File: src/rtl/fetch_pkg.sv
// Shared types and constants for the instruction-fetch sequencer.
package fetch_pkg;

   typedef enum logic [1:0] {
      IDLE = 2'd0,
      REQ  = 2'd1,
      WAIT = 2'd2,
      HOLD = 2'd3
   } fetch_state_t;

   localparam int unsigned INST_BYTES       = 4;
   localparam logic [31:0] PC_ALIGN_MASK    = 32'hFFFF_FFFC;
   localparam logic [31:0] DEFAULT_RESET_PC = 32'h0000_0000;

   // Instructions are word aligned; low address bits are never issued.
   function automatic logic [31:0] align_pc(input logic [31:0] pc);
      return pc & PC_ALIGN_MASK;
   endfunction

endpackage

File: src/rtl/fetch_timer.sv
// Response-latency watchdog: counts cycles spent waiting on imem and raises
// a sticky flag once the count reaches TIMEOUT. The count saturates so a very
// late response never wraps the counter back below the limit.
module fetch_timer #(
   parameter int unsigned TIMEOUT = 64
) (
   input  logic clk,
   input  logic rst,
   input  logic clear,
   input  logic enable,
   output logic expired
);

   localparam int unsigned W     = $clog2(TIMEOUT + 1);
   localparam logic [W-1:0] LIMIT = W'(TIMEOUT);
   localparam logic [W-1:0] LAST  = W'(TIMEOUT - 1);

   logic [W-1:0] count;

   // Saturating up-counter, restarted whenever a new wait begins.
   always_ff @(posedge clk or negedge rst) begin
      if (!rst) begin
         count <= '0;
      end else if (clear) begin
         count <= '0;
      end else if (enable && (count != LIMIT)) begin
         count <= count + W'(1);
      end
   end

   // Sticky flag set on the same edge the count reaches the limit; only reset clears it.
   always_ff @(posedge clk or negedge rst) begin
      if (!rst) begin
         expired <= 1'b0;
      end else if (enable && !clear && (count == LAST)) begin
         expired <= 1'b1;
      end
   end

endmodule

File: src/rtl/fetch_ctrl.sv
// Instruction-fetch sequencer: owns the PC, issues one imem request at a
// time, hands fetched words to decode and applies control-flow redirects.
//
// state | meaning
// IDLE  | no request outstanding; waits for halt to drop
// REQ   | request presented to imem, waiting for req_ready
// WAIT  | request accepted, waiting for rsp_valid (kill drops the data)
// HOLD  | instruction presented to decode, waiting for inst_ready
module fetch_ctrl
   import fetch_pkg::*;
#(
   parameter logic [31:0] RESET_PC = DEFAULT_RESET_PC,
   parameter int unsigned TIMEOUT  = 64
) (
   input  logic        clk,
   input  logic        rst,
   input  logic        halt,
   input  logic        redirect_valid,
   input  logic [31:0] redirect_pc,
   output logic        req_valid,
   output logic [31:0] req_addr,
   input  logic        req_ready,
   input  logic        rsp_valid,
   input  logic [31:0] rsp_data,
   output logic        inst_valid,
   output logic [31:0] inst_data,
   output logic [31:0] inst_pc,
   output logic [31:0] inst_pc_plus4,
   input  logic        inst_ready,
   output logic        fetch_err,
   output logic        busy
);

   fetch_state_t state, state_nxt, resume_state;

   logic [31:0] pc, pc_nxt, pc_inc;
   logic        kill, kill_nxt;
   logic        load_inst;
   logic        timer_clear, timer_en;

   logic [31:0] inst_data_q, inst_pc_q, inst_pc_plus4_q;

   assign pc_inc = pc + 32'(INST_BYTES);

   // State register.
   always_ff @(posedge clk or negedge rst) begin
      if (!rst) begin
         state <= IDLE;
      end else begin
         state <= state_nxt;
      end
   end

   // Next state, next PC and kill tracking; a redirect overrides the PC in every state.
   always_comb begin
      state_nxt    = state;
      pc_nxt       = pc;
      kill_nxt     = kill;
      load_inst    = 1'b0;
      resume_state = halt ? IDLE : REQ;
      unique case (state)
         IDLE: begin
            state_nxt = resume_state;
         end
         REQ: begin
            if (req_ready) begin
               state_nxt = WAIT;
               // The request just accepted targets the old PC.
               kill_nxt  = redirect_valid;
            end
         end
         WAIT: begin
            if (rsp_valid) begin
               kill_nxt  = 1'b0;
               state_nxt = resume_state;
               if (!kill && !redirect_valid) begin
                  load_inst = 1'b1;
                  pc_nxt    = pc_inc;
                  state_nxt = HOLD;
               end
            end else if (redirect_valid) begin
               kill_nxt = 1'b1;
            end
         end
         HOLD: begin
            if (redirect_valid || inst_ready) begin
               state_nxt = resume_state;
            end
         end
         default: begin
            state_nxt = IDLE;
         end
      endcase
      if (redirect_valid) begin
         pc_nxt = align_pc(redirect_pc);
      end
   end

   // Outputs decoded from the current state.
   always_comb begin
      req_valid  = (state == REQ);
      inst_valid = (state == HOLD);
      busy       = (state != IDLE);
   end

   // Program counter and stale-response marker.
   always_ff @(posedge clk or negedge rst) begin
      if (!rst) begin
         pc   <= align_pc(RESET_PC);
         kill <= 1'b0;
      end else begin
         pc   <= pc_nxt;
         kill <= kill_nxt;
      end
   end

   // Instruction holding register, loaded only by a live response.
   always_ff @(posedge clk or negedge rst) begin
      if (!rst) begin
         inst_data_q     <= '0;
         inst_pc_q       <= '0;
         inst_pc_plus4_q <= '0;
      end else if (load_inst) begin
         inst_data_q     <= rsp_data;
         inst_pc_q       <= pc;
         inst_pc_plus4_q <= pc_inc;
      end
   end

   assign req_addr      = pc;
   assign inst_data     = inst_data_q;
   assign inst_pc       = inst_pc_q;
   assign inst_pc_plus4 = inst_pc_plus4_q;

   assign timer_clear = (state == REQ) && req_ready;
   assign timer_en    = (state == WAIT);

   fetch_timer #(
      .TIMEOUT (TIMEOUT)
   ) u_timer (
      .clk     (clk),
      .rst     (rst),
      .clear   (timer_clear),
      .enable  (timer_en),
      .expired (fetch_err)
   );

endmodule

File: config.mk
export PLATFORM = sky130hd
export DESIGN_NAME = fetch_ctrl
export DESIGN_NICKNAME = d
export VERILOG_FILES = /design/src/rtl/fetch_pkg.sv /design/src/rtl/fetch_timer.sv /design/src/rtl/fetch_ctrl.sv
export SDC_FILE = /design/constraint.sdc
export NUM_CORES = 1
export LEC_CHECK = 0
export ABC_AREA = 1
export CORE_MARGIN = 2
export CORE_UTILIZATION = 42
export DETAILED_ROUTE_END_ITERATION = 7
export PLACE_DENSITY = 0.74
export SLEW_MARGIN = 20
export SYNTH_ARGS = -nofsm -noshare
export SYNTH_HDL_FRONTEND = slang
export SYNTH_SLANG_ARGS = --single-unit
File: constraint.sdc
create_clock -name clk -period 2.1 [get_ports clk]
set_clock_uncertainty 0.05 [all_clocks]
set_input_delay 0.315 -clock clk [delete_from_list [all_inputs] [get_ports clk]]
set_output_delay 0.315 -clock clk [all_outputs]
set_load 0.05 [all_outputs]
Yosys cells after proc, flatten, opt, wreduce, memory -nomap -nowiden
Index checks and enable logic that the tools add are counted.

Bits in registers: 139. Memories: 0. Memory bits (read-only): 0. Output and inout bits: 132. Latch bits: 0. Input bits: 71. RAM bits: 0. Logic and storage cells: 57.

$mul: 0. Div/mod/pow operators: 0. Reduce and logical (&&, ||, !) cells: 19. $add $sub $neg: 2. Mux-type cells: 19. Order comparisons: 0. Shift operators: 0. Eq/ne operators: 9. Bitwise gates (word level): 0.

Operator list (number): two-way mux 32 bit (4); adder 32 x 3 -> 32 bit, second input constant (1); two-way mux 7 bit (2); nonzero test 2 bit (6); AND reduction 3 bit (3); two-way mux 2 bit (4); one-hot mux 2 bit (4 select lines) (1); adder 7 x 1 -> 7 bit, second input constant (1); equality test 7 x 6 -> 1 bit, second input constant (1); two-way mux 1 bit (7); != test 7 bit, second input constant (1); logical AND 1 bit (5); equality test 2 bit, second input constant (2); != test 2 x 1 -> 1 bit, second input constant (2); logical NOT 1 bit (3); != test 3 bit, second input constant (1); equality test 2 x 1 -> 1 bit, second input constant (1); logical NOT 2 bit (1); != test 2 bit, second input constant (1); one-hot mux 1 bit (2 select lines) (1); logical OR 1 bit (1).

Logic depth before layout (Yosys ltp)
Word-level depth: 6. Depth in mapped cells: 10. Mapped depth without buffers: 10.

Modules after synthesis
A second synthesis with hierarchy kept.

Cells, all modules: 784. Area, all modules: 6322.3 um^2.

Modules (own cells, without submodules): fetch_ctrl (seq. area each 3128.0 um^2, cells each 723, times used 1, area each 5846.9 um^2); fetch_timer (seq. area each 200.2 um^2, cells each 61, times used 1, area each 475.5 um^2).

Worst setup path after synthesis
No wires, ideal clock.

Path type: register to register. From: reg pc[3], in the netlist req_addr[3]. To: reg inst_pc_plus4_q[28], in the netlist inst_pc_plus4[28]. Library setup time: 0.118 ns. Required time: 1.932 ns. Clock period less this slack: 1.840 ns. Setup slack: 0.260 ns. Stages on the path, launching flop included: 11. Buffers on the path: 0. Arrival: 1.672 ns. Cell sequence: dfrtp_1 ha_1 nand2_1 nor2_1 nand2_4 nor2_4 nand2_1 nand2_1 nand2_1 nand2_1 nand2_1.

Cells in the longest elaborated chain, start to end: 1.

RTL lines: start, declared (line fetch_ctrl.sv:36) `logic [31:0] pc, pc_nxt, pc_inc;`; start signal, assigned (line fetch_ctrl.sv:109) `pc <= align_pc(RESET_PC);`; start signal, assigned (line fetch_ctrl.sv:112) `pc <= pc_nxt;`; adder 32 x 3 -> 32 bit (line fetch_ctrl.sv:43) `assign pc_inc = pc + 32'(INST_BYTES);`; end signal, assigned (line fetch_ctrl.sv:126) `inst_pc_plus4_q <= pc_inc;`; end, declared (line fetch_ctrl.sv:41) `logic [31:0] inst_data_q, inst_pc_q, inst_pc_plus4_q;`.

Every way passes these cells. A chain may end at the register's enable or synchronous reset.

Worst setup path in the final report
From: reg pc[5], in the netlist req_addr[5]. To: out req_addr[5].

RTL lines: end, declared (line fetch_ctrl.sv:21) `output logic [31:0] req_addr,`.

No word-level cell between the ends.

==> out/results.ini <==
[global_routing]
grt_overflow=0
grt_pass1_wl_um=28200
grt_max_degree=55
antenna_found_initial=0
grt_use_total_pct=22.4
grt_pass1_vias=5647

[yosys]
syn-mean-instance-area_um2=8.04
ys_warn_count=0
synth_area_um2=6230
netlist_instances=775
synth_edf_count=0
synthFlopType=dfrtp_1
synth.distinct_cells=31
ys_seq_area_share_pct=53.4
synthArstFlopShare_pct=100
synth_seq_cells=133

[critical_path]
crit_family=buffers and inverters
r2r-start=state[0]$_DFFE_PN0P_
critical_path_cell_count=1
ff2ff_path_depth=8
worstSetupPathType=reg -> out
start_kind=flip-flop
cp.buffers_inverters=1
crit_path_max_fanout=6
crit_arrival_ps=1710
cp_slowest_cell=clkdlybuf4s50_1
rr_endpoint=req_addr[12]$_DFFE_PN0P_
reg2reg_slack_ps=170
cpPeakStageDelay_ps=850
cp.required_ps=1740
endpoint_kind=output pin
path_cells=clkdlybuf4s50_1

[routing]
via_count=5634
drcViolationCount=0
drt_pass1_iterations=5
post_drt_wl_per_cell_um=14.5
finalWirelength_um=17000
ant_nets=0
vias_per_cell=4.80
dr.first_iter.drc_count=300

[power_and_ir_drop]
pwr-share-seq_pct=30.6
ir_drop_uv=830
internal-power_mw=7.05
p_leak_nw=4.59
p_sw_mw=5.27
switching_share_pct=42.8
total_power_mw=12.3
power_frac_clock_pct=25.1
p_comb_share_pct=44.2
power_density_nw_per_um2=1360

[clock_network]
clockBufferDepth=2
cts_root_buf=clkbuf_16
clk_latency_ps=420
cts_buffers=17
htree_levels=4
clk_pin_slew_ps=60
cts_setup_buffers=0
cts_tree=built
cts_sinks=133

[die]
die_w_um=126
dieArea_um2=15800
ioPinCount=203
rows=44
die_h_um=126
coreArea_um2=14500
start_util_pct=42.9

[worst_hold_path]
hp-start=rsp_data[1]
holdPathStages=3
hold_path.class=in -> reg
hold_path_end=inst_data[1]$_DFFE_PN0P_

[sta]
rsz0062_at_grt=no
min_period_ps=2070
hold_viol_final=0
timing.hold.ws_ps=374
setup_tns_ps=0
max_slew_margin_pct=61.8
period_share_pct=98.6
setup_viol_count_final=0
drv_slew=0
fmax_mhz=483
max_slew.worst_pin.slew_ps=571

[placement]
numPortBuffers=194
gp_congestion=0.869
hpwl_um=12300
dp_cells=1140
placedInstanceArea_um2=8410

[outcome]
status=finished, final reports clean

[cells_and_area]
final-instance-count-excl-fill=1174
drive_gt1_share_pct=7.48
design_area_um2=9050
fillerInstances=1279
syn2layout_area_growth_pct=45.3
num-nets-final=1054

[job]
maxCapViolCount=0

## per-stage QoR
stage / utilization [%] / setup slack [ps]
finish: 62.3 / 29.4
global route: 62.3 / 0.592
CTS: 62.2 / 2.44
detailed placement: 57.9 / 89.1
global placement: 57.9 / 123
floorplan: - / 260
## registers in the layout, indices dropped and copies added, names as in the netlist
register and flops:
inst_data 32, inst_pc 30, inst_pc_plus4 30, req_addr 30, u_timer.count 7, state 2
kill 1, u_timer.expired 1
## per-layer routing
| metal | vias to the layer above | global-route usage [%] | part of all wire, % |
|---|---|---|---|
| met5 | - | 0 | 0 |
| met4 | 0 | 6.92 | 1.8 |
| met3 | 22 | 6.41 | 6.1 |
| met2 | 172 | 35.8 | 47 |
| met1 | 2643 | 29.7 | 45 |
| li1 | 2797 | - | - |
## timing repair
item / 4_1_cts / 5_1_grt
hold buffers: 1 / 0
setup endpoints to repair: 8 / 6
gates resized for setup: 8 / 6
cloned: 0 / 0
endpoints found under the hold margin: 50 / 0
## cell families after synthesis
group | Yosys count | synth area share [%]
AND/OR/NAND/NOR | 458 | 30.5
flip-flops | 133 | 53.4
other | 1 | 0.0602
adder cells (fa/ha/maj) | 7 | 1.41
buffers and inverters | 95 | 6.47
AO/OA/AOI/OAI | 67 | 6.18
XOR/XNOR | 14 | 1.97
## cells in the final DEF, fill, tap and decap left out, drive strengths merged, types with 7 or more instances in the layout
master	instances
nand2	361
ha	7
clkdlybuf4s50	177
o21ai	48
nand3	42
clkbuf	25
inv	61
xor2	11
buf	17
dlygate4sd2	8
a22o	7
nor2	49
dfrtp	133
## how the worst max path moves through the flow
stage | startpoint | endpoint | slack, ps
after floorplan | req_addr[3]$_DFFE_PN0P_ | inst_pc_plus4[28]$_DFFE_PN0P_ | 260
after global placement | redirect_valid | req_addr[5]$_DFFE_PN0P_ | 120
after detailed placement | redirect_valid | req_addr[5]$_DFFE_PN0P_ | 90
after CTS | req_addr[4]$_DFFE_PN0P_ | req_addr[4] | 2
after global routing | req_addr[5]$_DFFE_PN0P_ | req_addr[5] | 0.6
final | req_addr[5]$_DFFE_PN0P_ | req_addr[5] | 30
## final cells by class
cell class	instances	area, um^2	area share [%]
Antenna cell	1	2.50	0.0276
Tap cell	184	230	2.54
Clock inverter	7	116	1.29
Multi-Input combinational cell	552	2530	27.9
Clock buffer	25	505	5.58
Inverter	63	236	2.61
Timing Repair Buffer	209	2110	23.3
Sequential cell	133	3330	36.8
## power groups by stage
| stage | clock network [mW] | logic [mW] | registers (mW) |
|---|---|---|---|
| global placement | 0 | 5.44 | 3.79 |
| detailed placement | 0 | 5.51 | 3.79 |
| finish | 3.10 | 5.45 | 3.77 |
| floorplan | 0 | 1.16 | 6.13 |
| global route | 3.27 | 5.77 | 3.87 |
| CTS | 3.15 | 5.50 | 3.77 |
## synth_stat cells, drive strengths merged (2+ instances only)
cell type  count  area [um^2]
nand2        361         1380
dfrtp        133         3330
inv           60          225
nor2          49          265
o21ai         48          252
nand3         42          215
buf           23          133
xor2          11         96.3
clkbuf         9         33.8
a22o           7         61.3
ha             7         87.6
a21oi          6         30.0
clkinv         3         11.3
nand4          3         18.8
o22ai          3         18.8
xnor2          3         26.3
and2           2         12.5
o211ai         2         15.0
## tightest hold or removal path, cell delays in order
cell             delay, ps
clkdlybuf4s50_1        390
nand2_1                 60
nand2_1                 40
Note: power is estimated with default switching activity, not from simulation.
